## src/rtl/pipe_ctrl.sv

```systemverilog
// Pipeline hazard/flush controller: thermometer stall vector from per-stage
// stall requests plus a two-state RUN/FLUSH sequencer that redirects the PC.
// Latency: stall is combinational; flush/busy/new_pc rise 1 cycle after an
//   accepted flush_req and hold for FLUSH_CYCLES cycles.
// Backpressure: flush_req is ignored while a flush is in progress; a stall
//   never blocks a flush, and stall is forced low during the flush.
//
// Ports:
//   clk, rst       single clock, asynchronous active-high reset
//   stallreq       per-stage stall request (bit 0 = PC ... bit 5 = WB)
//   flush_req      exception/redirect request, exc_pc = its target
//   stall          stall vector: all stages at or below the highest requester
//   flush, busy    high exactly while the sequencer is in FLUSH
//   new_pc         latched redirect target, held until the next accepted flush
//   stall_timeout  sticky watchdog flag (tied low unless the watchdog is built)
//
// Build option: define PIPE_CTRL_WDOG_EN to include the stall watchdog that
// counts consecutive stalled cycles and trips at STALL_LIMIT.

module pipe_ctrl #(
  parameter int STAGES       = 6,
  parameter int AW           = 32,
  parameter int FLUSH_CYCLES = 1,
  parameter int STALL_LIMIT  = 255
) (
  input  logic              clk,
  input  logic              rst,
  input  logic [STAGES-1:0] stallreq,
  input  logic              flush_req,
  input  logic [AW-1:0]     exc_pc,
  output logic [STAGES-1:0] stall,
  output logic              flush,
  output logic [AW-1:0]     new_pc,
  output logic              busy,
  output logic              stall_timeout
);

  typedef enum logic {
    RUN   = 1'b0,
    FLUSH = 1'b1
  } state_t;

  localparam logic [3:0] FLUSH_LOAD = 4'(FLUSH_CYCLES - 1);

  state_t            r_state;
  state_t            w_state_nxt;
  logic [3:0]        r_cnt;
  logic [3:0]        w_cnt_nxt;
  logic [AW-1:0]     r_new_pc;
  logic [AW-1:0]     w_new_pc_nxt;
  logic [STAGES-1:0] w_stall_raw;

  // Stage i stalls when it or any later stage requests a stall, which yields
  // ones from bit 0 up to the highest requester.
  always_comb begin
    w_stall_raw = '0;
    for (int i = 0; i < STAGES; i++) begin
      w_stall_raw[i] = |(stallreq >> i);
    end
  end

  // rst gates stall combinationally so it is low during reset without a clock.
  assign stall = (rst || (r_state == FLUSH)) ? '0 : w_stall_raw;

  always_ff @(posedge clk or posedge rst) begin
    if (rst) begin
      r_state  <= RUN;
      r_cnt    <= '0;
      r_new_pc <= '0;
    end else begin
      r_state  <= w_state_nxt;
      r_cnt    <= w_cnt_nxt;
      r_new_pc <= w_new_pc_nxt;
    end
  end

  always_comb begin
    w_state_nxt  = r_state;
    w_cnt_nxt    = r_cnt;
    w_new_pc_nxt = r_new_pc;
    unique case (r_state)
      RUN: begin
        if (flush_req) begin
          w_state_nxt  = FLUSH;
          w_cnt_nxt    = FLUSH_LOAD;
          w_new_pc_nxt = exc_pc;
        end
      end
      FLUSH: begin
        // Counter holds remaining cycles after this one; flush_req is ignored.
        if (r_cnt == 4'd0) begin
          w_state_nxt = RUN;
        end else begin
          w_cnt_nxt = r_cnt - 4'd1;
        end
      end
      default: w_state_nxt = RUN;
    endcase
  end

  assign flush  = (r_state == FLUSH);
  assign busy   = (r_state == FLUSH);
  assign new_pc = r_new_pc;

`ifdef PIPE_CTRL_WDOG_EN
  localparam int             WW    = $clog2(STALL_LIMIT + 1);
  localparam logic [WW-1:0]  LIMIT = WW'(STALL_LIMIT);

  logic [WW-1:0] r_wdog;
  logic [WW-1:0] w_wdog_nxt;
  logic          r_timeout;

  always_comb begin
    w_wdog_nxt = r_wdog;
    if (stall == '0) begin
      w_wdog_nxt = '0;
    end else if (r_wdog != LIMIT) begin
      w_wdog_nxt = r_wdog + 1'b1;
    end
  end

  // The flag rises on the same edge the counter reaches the limit.
  always_ff @(posedge clk or posedge rst) begin
    if (rst) begin
      r_wdog    <= '0;
      r_timeout <= 1'b0;
    end else begin
      r_wdog    <= w_wdog_nxt;
      r_timeout <= r_timeout | (w_wdog_nxt == LIMIT);
    end
  end

  assign stall_timeout = r_timeout;
`else
  assign stall_timeout = 1'b0;
`endif

endmodule

```

## config.mk

```make
export PLATFORM = sky130hd
export DESIGN_NAME = pipe_ctrl
export DESIGN_NICKNAME = d
export VERILOG_FILES = /design/src/rtl/pipe_ctrl.sv
export SDC_FILE = /design/constraint.sdc
export NUM_CORES = 1
export LEC_CHECK = 0
export CAP_MARGIN = 20
export CORE_MARGIN = 1.5
export CORE_UTILIZATION = 35
export CTS_CLUSTER_SIZE = 30
export DETAILED_ROUTE_END_ITERATION = 8
export GPL_TIMING_DRIVEN = 1
export HOLD_SLACK_MARGIN = 0.02
export PLACE_DENSITY_LB_ADDON = 0.12
export REMOVE_ABC_BUFFERS = 1
export SLEW_MARGIN = 15
export SYNTH_ARGS = -nofsm -noshare
export SYNTH_HDL_FRONTEND = slang
export SYNTH_SLANG_ARGS = --single-unit
```

## constraint.sdc

```tcl
create_clock -name clk -period 2.5 [get_ports clk]
set_input_delay 0.75 -clock clk [delete_from_list [all_inputs] [get_ports clk]]
set_output_delay 0.75 -clock clk [all_outputs]
set_load 0.05 [all_outputs]
```

; ---- After elaboration in Yosys (flattened, before gate mapping)
; Cells that the tools add are included.
[classes]
n_addsub = 1
multipliers = 0
n_div = 0
n_lt_le_gt_ge = 0
eq_ne = 2
n_shift = 0
muxes = 7
bitwise = 1
n_reduce_logical = 9
[op_table]
columns = cell, n
row1 = 4-bit 2-to-1 mux, 2
row2 = 4-bit one-hot mux with 2 select lines, 1
row3 = 6-bit 2-to-1 mux, 1
row4 = 6-bit OR reduction, 1
row5 = 5-bit OR reduction, 1
row6 = 4-bit zero test, 1
row7 = 2-bit inequality test (second input constant), 2
row8 = 2-bit AND reduction, 2
row9 = 4-bit OR reduction, 1
row10 = 4-bit by 1-bit subtractor with 4-bit output (second input constant), 1
row11 = 3-bit OR reduction, 1
row12 = 1-bit 2-to-1 mux, 2
row13 = 1-bit one-hot mux with 2 select lines, 1
row14 = 2-bit OR reduction, 1
row15 = 1-bit logical OR, 1
row16 = 1-bit NOT, 1
[totals]
ff_bits = 37
latch_bits = 0
ram_bits = 0
mem_bits_ro = 0
in_bits = 41
output_inout_bits = 41
word_cells = 23
memories = 0

; ---- Longest topological paths before layout
; Gate-level depths: netlist of run 1.
[depth]
depth_word = 3
ltp_mapped = 5
mapped_depth_nobuf = 5

; ---- Worst setup path after synthesis of run 1
; No wires, ideal clock.
[synth_timing]
kind = input to output
start = input port stallreq[5]
end = output port stall[0]
arrival_ps = 1702
t_required_ps = 1750
setup_slack_ps = 48
stages = 2
path_buffers = 0
cell_sequence = or4_4 o31a_1
[synth_between]
elab_chain_cells = 2
[synth_rtl]
columns = element, line_no
row1 = start: declaration, 28  ; input logic [STAGES-1:0] stallreq,
row2 = 6-bit OR reduction, 58  ; w_stall_raw[i] = |(stallreq >> i);
row3 = 6-bit 2-to-1 mux, 63  ; assign stall = (rst || (r_state == FLUSH)) ? '0 : w_stall_raw;
row4 = end: declaration, 31  ; output logic [STAGES-1:0] stall,
; Every way passes these cells.

; ---- Worst setup path after layout of run 1
[layout_timing]
start = input port stallreq[2]
end = output port stall[0]
; Same word-level chain as after synthesis.

==> impl_metrics.ini, run 1 <==
[run_status]
status = finished, violations left
failed_checks = setup timing

[timing]
max_freq_mhz = 391
fin_crit_sh = 1.02
setup_violations = 1
timing.final.hold_violations = 0
postLayoutSetupSlackWorst_ns = -0.0594
worst_slew_pin_slew_ns = 0.518
rsz0062_at_grt = yes
whs_ns = 0.470
relSlewSlack = 0.654
finalMaxSlewViolations = 0
fin_tns_setup_ns = -0.0594
skew_ns = 0.00238
fin_crit_ns = 2.56

[cts]
cts_buffer_depth = 2
htreeDepth = 2
clk_pin_slew_worst_paths_ns = 0.06
holdBufCountCts = 0
cts_tree = built
clkSinkCount = 37
cts_root_buf = clkbuf_8
cts_buffers = 5
worstSkewPairLatency_ns = 0.28

[pwr]
combPwrFrac = 0.366
power_frac_clock = 0.233
power.density_nw_per_um2 = 686
pwr-share-seq = 0.402
power_mw = 1.75
internal_power_mw = 1.12
switching_share = 0.358
peakVddDrop_mv = 0.423
switchingPower_mw = 0.626
p_leak_nw = 1.27

[setup_path]
critPathTopFamily = simple AND/OR/NAND/NOR gates
worstSetupPathType = input pin to output port
crit_slowest_cell = or4_4
reg2reg_to = r_cnt[1]
worst_setup_path_start_kind = input pin
worstPathArrival_ns = 1.81
critical_path.most_common_cell = buf_6
path_cells = buf_6 > or4_4 > o31a_1 > buf_6
required_ns = 1.75
max_stage_delay_ns = 0.54
worstSetupEndpointType = output port
crit_fanout = 3
reg2reg_slack_ns = 1.17
ff2ff_path_depth = 5
cp.buffers_inverters = 2
r2r_start = r_cnt[0]

[floorplan]
num_rows = 23
die_w_um = 69.3
coreArea_sq_um = 4120
die_h_um = 69.3
start_util = 0.373
die_area_sq_um = 4800
ios = 82

[routing]
ant_nets = 0
wl_mm = 3.55
wl_per_cell_um = 11.4
vias = 1374
drc = 0
firstDrtPassIters = 3
drtIter0Drc = 37
vias_per_cell = 4.43

[finish]
fin_area_sq_um = 2550
fin_cells = 310
drive_gt1_frac = 0.115
antenna_cells = 0
final.fill_count = 377
syn2layout_area_growth_pct = 66.0
nNetsFinal = 302
postLayoutCoreUtil = 0.620

[placement]
post-place-ws_ns = -0.416
dp_cells = 303
port_buffers = 80
placed_area_sq_um = 2450
hpwl_mm = 2.45
gp_congestion = 0.690

[logic_synthesis]
netlist.area_leader.share = 0.603
ys_ff_latch = 37
synth.avg_cell_area_sq_um = 8.83
yosysWarnings = 0
synth_seq_area_share = 0.603
synth_edf_count = 0
synthArstFlopShare = 1.00
synthFlopType = dfrtp_1
yosysTopAreaCell = dfrtp_1
syn_area_sq_um = 1540
ys_types = 23
synthCells = 174
synth_area_leaders = dfrtp_1 (60%), nand2_1 (25%), buf_2 (2.3%), mux2i_1 (1.3%), and2_2 (0.98%)
yosys-top-cells-count = nand2_1 (101), dfrtp_1 (37), buf_2 (7)
synth_most_common_cell = nand2_1

[min_path]
hold_path_class = register to register
min_path_cells = 2
hold_start = new_pc[22]
hold-path-endpoint = new_pc[22]

[global_routing]
grtUsageTotal = 0.155
grt_pass1_vias = 1302
grt_max_degree = 38
antenna_found_initial = 0
grt_first_pass_wirelength_mm = 6.02
grt_overflow = 0

[job]
maxCapViolCount = 0
==> power by group through the flow <==
| stage | registers (mW) | logic (mW) | clock network [mW] |
|---|---|---|---|
| after floorplan | 0.965 | 0.118 | 0 |
| after global placement | 0.713 | 0.637 | 0 |
| after detailed placement | 0.713 | 0.642 | 0 |
| after CTS | 0.703 | 0.645 | 0.425 |
| after global routing | 0.711 | 0.675 | 0.448 |
| final | 0.702 | 0.640 | 0.407 |
==> registers in the layout (all words and copies together), names as in the netlist <==
| name | flops |
|---|---|
| busy | 1 |
| new_pc | 32 |
| r_cnt | 4 |
==> cell usage in the layout, fill, tap and decap left out, types with 2 or more instances in the layout <==
cell	n
mux2i_1	2
buf_6	5
nand2_1	101
buf_12	4
nand2b_1	2
clkbuf_8	6
clkdlybuf4s50_1	69
dfrtp_1	37
nor2_1	3
inv_1	3
buf_4	8
o21a_1	2
==> layer usage <==
layer / vias to the layer above / routed length, um / global-route usage
li1: 698 / - / -
met1: 611 / 1670 / 0.197
met2: 60 / 1550 / 0.244
met3: 5 / 300 / 0.0669
met4: 0 / 26 / 0.0392
met5: - / 0 / 0
==> kinds of logic (layout without fill, tap and decap cells) <==
family,count (synthesis),count (layout),synth area share
AND/OR/NAND/NOR,112,112,0.290
adder cells (fa/ha/maj),1,1,0.00814
AO/OA/AOI/OAI,7,7,0.0342
other,1,1,0.00244
multiplexers,3,3,0.0204
flip-flops,37,37,0.603
buffers and inverters,13,99,0.0423
==> worst max path at each step <==
stage | endpoint | start | cells after the start | slack [ns]
4_1_cts | stall[0] | stallreq[2] | 4 | -0.08
6_report | stall[0] | stallreq[2] | 4 | -0.06
2_1_floorplan | stall[0] | stallreq[5] | 2 | 0.05
3_5_place_dp | stall[0] | stallreq[5] | 4 | -0.42
5_1_grt | stall[0] | stallreq[2] | 4 | -0.08
3_3_place_gp | stall[0] | stallreq[5] | 4 | -0.40
==> layout make-up <==
type                    count  area, sq um  area share
clock buffers               7         86.3      0.0339
inverters                   3         11.3     0.00442
multi-input cells         124          549       0.215
flip-flops and latches     37          926       0.363
well taps                  50         62.6      0.0245
repair buffers             89          915       0.359
==> worst min-delay path, stage by stage, from the launching register on <==
cell and delay (ns):
dfrtp_1 0.34, nand2_1 0.05, nand2_1 0.05
==> what timing repair did <==
item / in CTS / in global routing
pin swaps: 2 / 2
setup endpoints to repair: 5 / 4
buffers inserted: 0 / 0
gates resized for setup: 18 / 2
(Power assumes the default switching activity.)
==> run 2: changes to the inputs <==
--- a/config.mk
+++ b/config.mk
@@ -13,7 +13,6 @@
 export GPL_TIMING_DRIVEN = 1
 export HOLD_SLACK_MARGIN = 0.02
 export PLACE_DENSITY_LB_ADDON = 0.12
-export REMOVE_ABC_BUFFERS = 1
 export SLEW_MARGIN = 15
 export SYNTH_ARGS = -nofsm -noshare
 export SYNTH_HDL_FRONTEND = slang
==> impl_metrics.ini, run 2 (same netlist as run 1, synthesis figures left out) <==
[timing]
fin_tns_setup_ns = -0.0371
rsz0062_at_grt = yes
finalMaxSlewViolations = 0
fin_crit_ns = 2.54
skew_ns = 0.00534
timing.final.hold_violations = 0
max_freq_mhz = 394
relSlewSlack = 0.653
postLayoutSetupSlackWorst_ns = -0.0371
fin_crit_sh = 1.01
setup_violations = 1
worst_slew_pin_slew_ns = 0.519

[min_path]
min_path_cells = 2
hold-path-endpoint = new_pc[29]
hold_start = new_pc[29]
hold_path_class = register to register

[routing]
ant_nets = 0
firstDrtPassIters = 3
vias_per_cell = 4.41
wl_per_cell_um = 11.4
drc = 0
drtIter0Drc = 85
vias = 1367
wl_mm = 3.52

[cts]
cts_buffer_depth = 2
htreeDepth = 2
holdBufCountCts = 0
cts_buffers = 5
worstSkewPairLatency_ns = 0.29
cts_setup_buffers = 0
cts_root_buf = clkbuf_8
clkSinkCount = 37
cts_tree = built
clk_pin_slew_worst_paths_ns = 0.07

[floorplan]
die_h_um = 69.3
start_util = 0.373
coreArea_sq_um = 4120
die_w_um = 69.3
ios = 82
num_rows = 23
die_area_sq_um = 4800

[placement]
gp_congestion = 0.688
hpwl_mm = 2.52
dp_cells = 303
port_buffers = 80

[global_routing]
grtUsageTotal = 0.160
met2_usage = 0.241
gr-usage-met3 = 0.0669
top_usage_layer = met2
grt_max_degree = 38
grt_first_pass_wirelength_mm = 6.05
grt_overflow = 0
met1_usage = 0.206
antenna_found_initial = 0
grt_pass1_vias = 1298

[run_status]
status = finished, violations left
failed_checks = setup timing

[pwr]
p_leak_nw = 1.29
power.density_nw_per_um2 = 725
power_mw = 1.86
peakVddDrop_mv = 0.425

[setup_path]
r2r_start = r_cnt[0]
path_cells = buf_6 > or4_4 > o31a_1 > buf_6
ff2ff_path_depth = 5
crit_slowest_cell = or4_4
worstSetupEndpointType = output port
cp.buffers_inverters = 2
max_stage_delay_ns = 0.53
reg2reg_to = r_cnt[1]
worst_setup_path_start_kind = input pin
crit_fanout = 3
critPathTopFamily = simple AND/OR/NAND/NOR gates
worstPathArrival_ns = 1.79
worstSetupPathType = input pin to output port
required_ns = 1.75
reg2reg_slack_ns = 1.16
critical_path.most_common_cell = buf_6

[finish]
nNetsFinal = 301
final_cell_mix = nand2_1 (101), clkdlybuf4s50_1 (68), dfrtp_1 (37)
syn2layout_area_growth_pct = 67.2
antenna_cells = 0
fin_cells = 310
drive_gt1_frac = 0.119
final_common_cell = nand2_1
largest_register_ffs = 32

[logic_synthesis]
syn_nets = 216

[job]
maxCapViolCount = 0
run 2: power breakdown:
part	internal [mW]	leakage, nW	total (mW)	switching (mW)
sequential	0.667	0.462	0.705	0.0375
combinational	0.233	0.772	0.632	0.399
clock	0.325	0.0585	0.524	0.199
total	1.23	1.29	1.86	0.636
run 2: metal layers:
metal	up-vias	wire, um
li1	700	-
met1	614	1620
met2	47	1580
met3	6	270
met4	0	54
met5	-	0
run 2: tightest hold or removal path, stage by stage (launching register included):
cell	delay, ns
dfrtp_1	0.34
nand2_1	0.05
nand2_1	0.05
run 2: repair_timing:
item,in CTS,in global routing
setup endpoints to repair,5,6
gates cloned,0,0
gates resized for setup,18,4
pin swaps,2,1
run 2: metrics by stage:
step	util	setup slack (ns)	cell area, sq um	hold slack [ns]
5_1_grt	0.624	-0.0638	2570	0.492
3_5_place_dp	0.593	-0.411	2440	0.461
3_3_place_gp	0.593	-0.394	2440	0.457
4_1_cts	0.621	-0.0774	2550	0.479
2_1_floorplan	-	0.0483	1540	0.468
6_report	0.624	-0.0371	2570	0.475
run 2: how the worst max path moves through the flow:
stage	startpoint	end	slack (ns)	cells after the start
2_1_floorplan	stallreq[5]	stall[0]	0.05	2
3_3_place_gp	stallreq[5]	stall[0]	-0.39	4
3_5_place_dp	stallreq[5]	stall[0]	-0.41	4
4_1_cts	stallreq[2]	stall[0]	-0.08	4
5_1_grt	stallreq[2]	stall[0]	-0.06	4
6_report	stallreq[2]	stall[0]	-0.04	4
run 2: layout make-up:
type	count	area (sq um)
timing repair buffer	88	897
tap	50	62.6
sequential	37	926
fill	349	1550
inverter	3	11.3
clock inverter	1	30.0
clock buffer	7	86.3
multi-input combinational	124	556
==> run 3: changes to the inputs <==
--- a/config.mk
+++ b/config.mk
@@ -8,11 +8,11 @@
 export CAP_MARGIN = 20
 export CORE_MARGIN = 1.5
 export CORE_UTILIZATION = 35
-export CTS_CLUSTER_SIZE = 30
 export DETAILED_ROUTE_END_ITERATION = 8
-export GPL_TIMING_DRIVEN = 1
+export GPL_TIMING_DRIVEN = 0
 export HOLD_SLACK_MARGIN = 0.02
 export PLACE_DENSITY_LB_ADDON = 0.12
+export REMOVE_ABC_BUFFERS = 1
 export SLEW_MARGIN = 15
 export SYNTH_ARGS = -nofsm -noshare
 export SYNTH_HDL_FRONTEND = slang
==> impl_metrics.ini, run 3 (same netlist as run 1, synthesis figures left out) <==
[cts]
cts_buffers = 5
cts_buffer_depth = 2
clk_pin_slew_worst_paths_ns = 0.07
cts_tree = built
htreeDepth = 2
worstSkewPairLatency_ns = 0.28
clkSinkCount = 37
holdBufCountCts = 0
cts_root_buf = clkbuf_8

[routing]
drc = 0
ant_nets = 0
vias_per_cell = 4.48
drtIter0Drc = 42
vias = 1363
firstDrtPassIters = 4
wl_mm = 3.56
wl_per_cell_um = 11.7

[timing]
max_freq_mhz = 394
rsz0062_at_grt = yes
postLayoutSetupSlackWorst_ns = -0.0377
relSlewSlack = 0.521
timing.final.hold_violations = 0
finalMaxSlewViolations = 0
skew_ns = 0.00456
fin_crit_sh = 1.02
worst_slew_pin_slew_ns = 0.717
fin_tns_setup_ns = -0.0377
setup_violations = 1
fin_crit_ns = 2.54

[global_routing]
grt_overflow = 0
antenna_found_initial = 0
grt_first_pass_wirelength_mm = 6.31
grtUsageTotal = 0.164
grt_max_degree = 37
grt_pass1_vias = 1346

[floorplan]
start_util = 0.373
die_w_um = 69.3
die_h_um = 69.3
coreArea_sq_um = 4120
num_rows = 23
die_area_sq_um = 4800
ios = 82

[finish]
final_common_cell = nand2_1
syn2layout_area_growth_pct = 61.1
drive_gt1_frac = 0.114
largest_register_ffs = 32
fin_area_sq_um = 2470
nNetsFinal = 296
antenna_cells = 0
final_cell_mix = nand2_1 (101), clkdlybuf4s50_1 (67), dfrtp_1 (37)

[pwr]
power.density_nw_per_um2 = 705
p_leak_nw = 1.24
peakVddDrop_mv = 0.368

[setup_path]
required_ns = 1.75
worstSetupEndpointType = output port
worstPathArrival_ns = 1.79
crit_fanout = 3
r2r_start = busy
crit_start = stallreq[5]
worst_setup_path_start_kind = input pin
reg2reg_slack_ns = 0.91
worstSetupPathType = input pin to output port

[job]
maxCapViolCount = 0

[placement]
hpwl_mm = 2.41
port_buffers = 80
placed_area_sq_um = 2380
gp_congestion = 0.695

[run_status]
failed_checks = setup timing
status = finished, violations left

[min_path]
hold_path_class = input pin to asynchronous set/reset pin
run 3: changes by cell type in the layout (fill, tap and decap cells not counted), sizes merged:
cell and delta:
buf -4, dlygate4sd2 +2, bufinv -1, clkbuf -1, clkdlybuf4s15 -1, clkdlybuf4s50 -1, clkinvlp +1, dlymetal6s2s -1
run 3: per-layer routing:
| layer | GRT usage | vias to the layer above | wire length [um] |
|---|---|---|---|
| met4 | 0.0697 | 0 | 50 |
| li1 | - | 685 | - |
| met5 | 0 | - | 0 |
| met1 | 0.207 | 612 | 1630 |
| met3 | 0.0712 | 6 | 343 |
| met2 | 0.246 | 60 | 1540 |
run 3: worst paths after layout:
| path | end | depth (start not counted) |
|---|---|---|
| worst max-delay path | stall[0] | 4 |
| worst min-delay path | new_pc[30] | 2 |
| min in group clk | new_pc[21] | 2 |
| worst min register to register | new_pc[21] | 2 |
| worst max register to register | r_cnt[1] | 3 |
| max in group asynchronous | new_pc[24] | 3 |
run 3: where the power goes:
group / switching, mW / total (mW) / internal (mW)
Clock: 0.204 / 0.422 / 0.218
Sequential: 0.0380 / 0.705 / 0.667
Combinational: 0.398 / 0.617 / 0.219
Total: 0.640 / 1.74 / 1.10
run 3: worst max-delay path, cell delays in order:
cell    delay, ns
buf_6        0.09
or4_4        0.53
o31a_1       0.26
buf_6        0.15
run 3: stage by stage:
step	power [mW]	hold WS, ns	setup slack (ns)	utilization	instances
floorplan	1.08	0.468	0.0483	-	164
global placement	1.33	0.457	-0.960	0.570	294
detailed placement	1.34	0.461	-0.962	0.577	295
CTS	1.77	0.478	-0.0764	0.599	303
global route	1.83	0.482	-0.0753	0.601	304
finish	1.74	0.466	-0.0377	0.601	304
run 3: layout make-up:
cell class | instances | area (sq um)
Clock buffer | 6 | 82.6
Tap cell | 50 | 62.6
Clock inverter | 1 | 7.51
Sequential cell | 37 | 926
Inverter | 3 | 11.3
Multi-Input combinational cell | 124 | 563
Fill cell | 374 | 1640
Timing Repair Buffer | 83 | 822
run 3: repair_timing:
item / CTS / global route
endpoints found under the hold margin: 0 / 0
setup buffers: 1 / 1
setup endpoints to repair: 6 / 6
resized for setup: 57 / 4
pin swaps: 2 / 3
